===== src/rtl/fuzzy_risk_seq.sv =====
// Fuzzy rainfall/soil-moisture risk estimator: triangular fuzzify, min() rules, weighted-average defuzzify.
// Latency 3+NUMW cycles from accept (3 when no rule fires); single transaction in flight, held in DONE until out_ready.
module fuzzy_risk_seq #(
  parameter int W      = 8,
  parameter int GW     = 8,
  parameter int OW     = 8,
  parameter int C_LO   = 20,
  parameter int C_MD   = 50,
  parameter int C_HI   = 80,
  parameter int HW     = 20,
  parameter int OUT_LO = 85,
  parameter int OUT_MD = 170,
  parameter int OUT_HI = 255
) (
  input  logic          clk,
  input  logic          rst_n,
  input  logic          en,
  input  logic          in_valid,
  output logic          in_ready,
  input  logic [W-1:0]  rain,
  input  logic [W-1:0]  soil,
  output logic          out_valid,
  input  logic          out_ready,
  output logic [OW-1:0] risk,
  output logic          no_fire,
  output logic          busy
);

  localparam int GMAX = (1 << GW) - 1;
  localparam int NUMW = GW + OW + 2;
  localparam int DW   = GW + 2;
  localparam int PW   = W + GW;
  localparam int CW   = $clog2(NUMW);

  typedef enum logic [2:0] {
    IDLE = 3'd0,
    FUZZ = 3'd1,
    RULE = 3'd2,
    SUM  = 3'd3,
    DIV  = 3'd4,
    DONE = 3'd5
  } state_t;

  state_t state_q, state_d;

  logic [W-1:0]    rain_q, soil_q;
  logic [GW-1:0]   rain_lo_q, rain_md_q, rain_hi_q;
  logic [GW-1:0]   soil_lo_q, soil_md_q, soil_hi_q;
  logic [GW-1:0]   s_lo_q, s_md_q, s_hi_q;
  logic [NUMW-1:0] quo_q;
  logic [DW-1:0]   den_q;
  logic [DW-1:0]   rem_q;
  logic [CW-1:0]   cnt_q;
  logic [OW-1:0]   risk_q;
  logic            no_fire_q;

  logic            accept;
  logic [NUMW-1:0] num_c;
  logic [DW-1:0]   den_c;
  logic [DW:0]     rem_sh;
  logic            q_bit;
  logic [DW-1:0]   rem_n;
  logic [NUMW-1:0] quo_n;

  // Range is checked before any subtraction so samples outside [a, c] never wrap.
  function automatic logic [GW-1:0] grade(input logic [W-1:0] x, input int ctr);
    logic [W-1:0]  a, c, m, d;
    logic [PW-1:0] p;
    a = W'(ctr - HW);
    c = W'(ctr + HW);
    m = W'(ctr);
    d = '0;
    p = '0;
    grade = '0;
    if (x > a && x < c) begin
      d = (x <= m) ? (x - a) : (c - x);
      p = PW'(d) * PW'(GMAX);
      grade = GW'(p / PW'(HW));
    end
  endfunction

  function automatic logic [GW-1:0] min2(input logic [GW-1:0] a, input logic [GW-1:0] b);
    min2 = (a < b) ? a : b;
  endfunction

  assign in_ready  = en && (state_q == IDLE);
  assign accept    = in_valid && in_ready;
  assign out_valid = (state_q == DONE);
  assign busy      = (state_q != IDLE);
  assign risk      = risk_q;
  assign no_fire   = no_fire_q;

  assign num_c = NUMW'(s_hi_q) * NUMW'(OUT_HI)
               + NUMW'(s_md_q) * NUMW'(OUT_MD)
               + NUMW'(s_lo_q) * NUMW'(OUT_LO);
  assign den_c = DW'(s_hi_q) + DW'(s_md_q) + DW'(s_lo_q);

  // Restoring step: remainder stays below den, so the shifted value needs one extra bit.
  always_comb begin
    rem_sh = {rem_q, quo_q[NUMW-1]};
    q_bit  = (rem_sh >= {1'b0, den_q});
    rem_n  = q_bit ? DW'(rem_sh - {1'b0, den_q}) : rem_sh[DW-1:0];
    quo_n  = {quo_q[NUMW-2:0], q_bit};
  end

  always_ff @(posedge clk or negedge rst_n) begin
    if (!rst_n) state_q <= IDLE;
    else        state_q <= state_d;
  end

  always_comb begin
    state_d = state_q;
    case (state_q)
      IDLE:    if (accept) state_d = FUZZ;
      FUZZ:    state_d = RULE;
      RULE:    state_d = SUM;
      SUM:     state_d = (den_c == '0) ? DONE : DIV;
      DIV:     if (cnt_q == '0) state_d = DONE;
      DONE:    if (out_ready) state_d = IDLE;
      default: state_d = IDLE;
    endcase
  end

  always_ff @(posedge clk or negedge rst_n) begin
    if (!rst_n) begin
      rain_q    <= '0;
      soil_q    <= '0;
      rain_lo_q <= '0;
      rain_md_q <= '0;
      rain_hi_q <= '0;
      soil_lo_q <= '0;
      soil_md_q <= '0;
      soil_hi_q <= '0;
      s_lo_q    <= '0;
      s_md_q    <= '0;
      s_hi_q    <= '0;
      quo_q     <= '0;
      den_q     <= '0;
      rem_q     <= '0;
      cnt_q     <= '0;
      risk_q    <= '0;
      no_fire_q <= 1'b0;
    end else begin
      case (state_q)
        IDLE: begin
          if (accept) begin
            rain_q <= rain;
            soil_q <= soil;
          end
        end
        FUZZ: begin
          rain_lo_q <= grade(rain_q, C_LO);
          rain_md_q <= grade(rain_q, C_MD);
          rain_hi_q <= grade(rain_q, C_HI);
          soil_lo_q <= grade(soil_q, C_LO);
          soil_md_q <= grade(soil_q, C_MD);
          soil_hi_q <= grade(soil_q, C_HI);
        end
        RULE: begin
          s_lo_q <= min2(rain_lo_q, soil_lo_q);
          s_md_q <= min2(rain_md_q, soil_md_q);
          s_hi_q <= min2(rain_hi_q, soil_hi_q);
        end
        SUM: begin
          quo_q <= num_c;
          den_q <= den_c;
          rem_q <= '0;
          cnt_q <= CW'(NUMW - 1);
          if (den_c == '0) begin
            risk_q    <= '0;
            no_fire_q <= 1'b1;
          end else begin
            no_fire_q <= 1'b0;
          end
        end
        DIV: begin
          quo_q <= quo_n;
          rem_q <= rem_n;
          cnt_q <= cnt_q - CW'(1);
          // Quotient never exceeds the largest OUT_* level, so the low OW bits are exact.
          if (cnt_q == '0) risk_q <= quo_n[OW-1:0];
        end
        default: ;
      endcase
    end
  end

endmodule


===== config.mk =====
export PLATFORM = sky130hd
export DESIGN_NAME = fuzzy_risk_seq
export DESIGN_NICKNAME = d
export VERILOG_FILES = /design/src/rtl/fuzzy_risk_seq.sv
export SDC_FILE = /design/constraint.sdc
export NUM_CORES = 2
export LEC_CHECK = 0
export ABC_AREA = 0
export ABC_CLOCK_PERIOD_IN_PS = 26900
export CORE_MARGIN = 4
export CORE_UTILIZATION = 45
export CTS_CLUSTER_SIZE = 8
export DETAILED_ROUTE_END_ITERATION = 8
export GPL_ROUTABILITY_DRIVEN = 0
export PLACE_DENSITY = 0.7
export SLEW_MARGIN = 20
export SYNTH_ARGS = -nofsm -noshare
export SYNTH_HDL_FRONTEND = slang
export SYNTH_SLANG_ARGS = --single-unit
export TNS_END_PERCENT = 1

===== constraint.sdc =====
create_clock -name clk -period 26.9 [get_ports clk]
set_input_delay 5.38 -clock clk [delete_from_list [all_inputs] [get_ports clk]]
set_output_delay 5.38 -clock clk [all_outputs]
set_load 0.05 [all_outputs]

==> results.cfg <==
[sta]
finClkSkew_ns = 0.0132
hold_viol_final = 0
timing.final.ws_setup_ns = 14.69
setup-violations-final = 0
max_freq_mhz = 81.9
rsz0062_at_grt = no
worst-slew-pin-transition_ns = 1.12
finalMaxSlewViolations = 0
fin_crit_sh = 0.454
slew_headroom = 0.249
finalCriticalPeriod_ns = 12.21
tns_ns = 0

[place]
place_ws_ns = 14.70
io_buffers = 32
place_hpwl_um = 55800

[global_route]
grt_pass1_wl_um = 119000
grt_max_degree = 75
grt_overflow = 0
grt_pass1_vias = 24600
track_usage = 0.193
antenna_found_initial = 0

[route]
ant_nets = 0
drcViolationCount = 0
dr.pass1.iters = 6
viasPerCell = 5.71
vias = 25800
routedWlPerCell_um = 15.3
wl_um = 69200
first_iter_violations = 2015

[clock_network]
cts_buffers = 17
cts_tree = yes
postCtsSetupBuffers = 0
path_clk_slew_ns = 0.06
clockRootBuffer = clkbuf_16
cts_resized = 0
cts_buffer_depth = 2
cts_htree_levels = 4
insertion_delay_ns = 0.44
hold_buffers = 0
cts.sinks = 143

[layout]
final_nets = 4304
drive_gt1_frac = 0.0449
syn2layout_area_growth_pct = 5.58
antenna_cells = 0

[logic_synthesis]
ys_seq_area_frac = 0.118
ys_ff_latch = 143
async_flop_share = 1.00
syn_nets = 4349
synth_edf_count = 0
synth-main-ff-cell = dfrtp_1
synth.distinct_cells = 114
syn_area_mm2 = 0.0303
avgSynthCellArea_um2 = 8.23
ys_warn_count = 0
synth_cells = 3683

[worst_setup_path]
arrival_ns = 6.83
r2r_cells = 32
crit_type = input port to output port
critPathRequiredTime_ns = 21.52
crit_fanout = 2
start_kind = input port
crit_path_cell_trace = clkdlybuf4s50_1 -> inv_1 -> nor2_1 -> clkdlybuf4s50_1
r2r_setup_slack_ns = 15.37
reg2reg_from = soil_q[0]
cp_slowest_cell = clkdlybuf4s50_1
crit_top_cell = clkdlybuf4s50_1
cpPeakStageDelay_ns = 0.82
regToRegEndpoint = soil_md_q[1]
end_kind = output port

[floorplan]
core_mm2 = 0.0662
io_pins = 33
rows = 94
fp.dieW_um = 268
die_h_um = 268
start_util = 0.458
dieArea_mm2 = 0.0716

[outcome]
status = finished, final reports clean

[min_path]
min_to = no_fire
whs_path_depth = 1
hold_path_startpoint = no_fire
worstHoldPathType = flop to flop

[run]
max_cap_viol_count = 0
how the worst max path moves through the flow:
stage,from,end,depth (start not counted)
detailed placement,en,in_ready,4
global route,soil_q[0],soil_md_q[1],32
floorplan,en,in_ready,2
CTS,en,in_ready,4
finish,en,in_ready,4
global placement,en,in_ready,4
critical path: cells and delay by family:
family | cells | cell delay (ns)
simple gates | 1 | 0.13
buf+inv | 3 | 1.32
routing by layer:
layer,part of all wire,global-route usage,up-vias,wire length [µm]
li1,-,-,12800,-
met1,0.47,0.271,12300,32600
met2,0.47,0.325,593,32600
met3,0.047,0.0272,47,3230
met4,0.012,0.0321,0,797
met5,0,0,-,0
kinds of logic (layout without fill, tap and decap cells):
family | Yosys count | after routing | share of synthesized area
AO/OA/AOI/OAI | 1007 | 1007 | 0.225
XOR/XNOR | 179 | 179 | 0.0539
adder cells (fa/ha/maj) | 656 | 656 | 0.337
buffers and inverters | 691 | 659 | 0.0872
flip-flops | 143 | 143 | 0.118
multiplexers | 76 | 76 | 0.0267
AND/OR/NAND/NOR | 931 | 931 | 0.153
layout by cell type (no fill, tap or decap), drive strengths merged, types with 41 or more instances in the layout:
cell      n
fa      271
mux2i    47
a211oi   45
o21ai   234
inv     576
xnor2   111
xor2     65
and3     41
nor3     96
nor2    212
dfrtp   143
nand2   255
a21o     66
ha      374
a21oi   225
nand3    76
stage by stage:
stage	hold slack, ns	cell area, µm²	std cells	util
after floorplan	0.450	30300	3683	-
after CTS	0.480	32000	4515	0.483
after global placement	0.458	31400	4483	0.474
final	0.481	32000	4515	0.483
after global routing	0.496	32000	4515	0.483
after detailed placement	0.466	31400	4483	0.474
cells in the mapped netlist, drive strengths merged (41+ instances only):
cell | instances | area [µm²]
inv | 575 | 2160
ha | 374 | 4680
fa | 271 | 5430
nand2 | 255 | 957
o21ai | 234 | 1170
a21oi | 225 | 1140
nor2 | 212 | 798
dfrtp | 143 | 3580
xnor2 | 111 | 995
nor3 | 96 | 516
clkbuf | 93 | 350
nand3 | 76 | 380
a21o | 66 | 497
xor2 | 65 | 569
mux2i | 47 | 470
a211oi | 45 | 368
and3 | 41 | 269
state kept, by name, summed over array words and instances, names as in the netlist, 5 cells and up:
| name | cells |
|---|---|
| soil_md_q | 8 |
| s_lo_q | 8 |
| quo_q | 18 |
| risk | 8 |
| soil_lo_q | 8 |
| rain_q | 8 |
| den_q | 10 |
| rain_lo_q | 8 |
| s_md_q | 8 |
| soil_q | 8 |
| s_hi_q | 8 |
| rain_md_q | 8 |
| rain_hi_q | 8 |
| rem_q | 10 |
| soil_hi_q | 8 |
| cnt_q | 5 |
area by class of cell:
class | instances | area, µm²
Timing Repair Buffer | 52 | 472
Sequential cell | 143 | 3580
Multi-Input combinational cell | 2849 | 24100
Inverter | 575 | 2160
Fill cell | 6346 | 34200
Clock inverter | 14 | 166
Tap cell | 864 | 1080
Clock buffer | 18 | 429
Power is left out: the tool's default activity adds up to more than one toggle a clock period on the data nets, which glitch-free logic cannot reach.
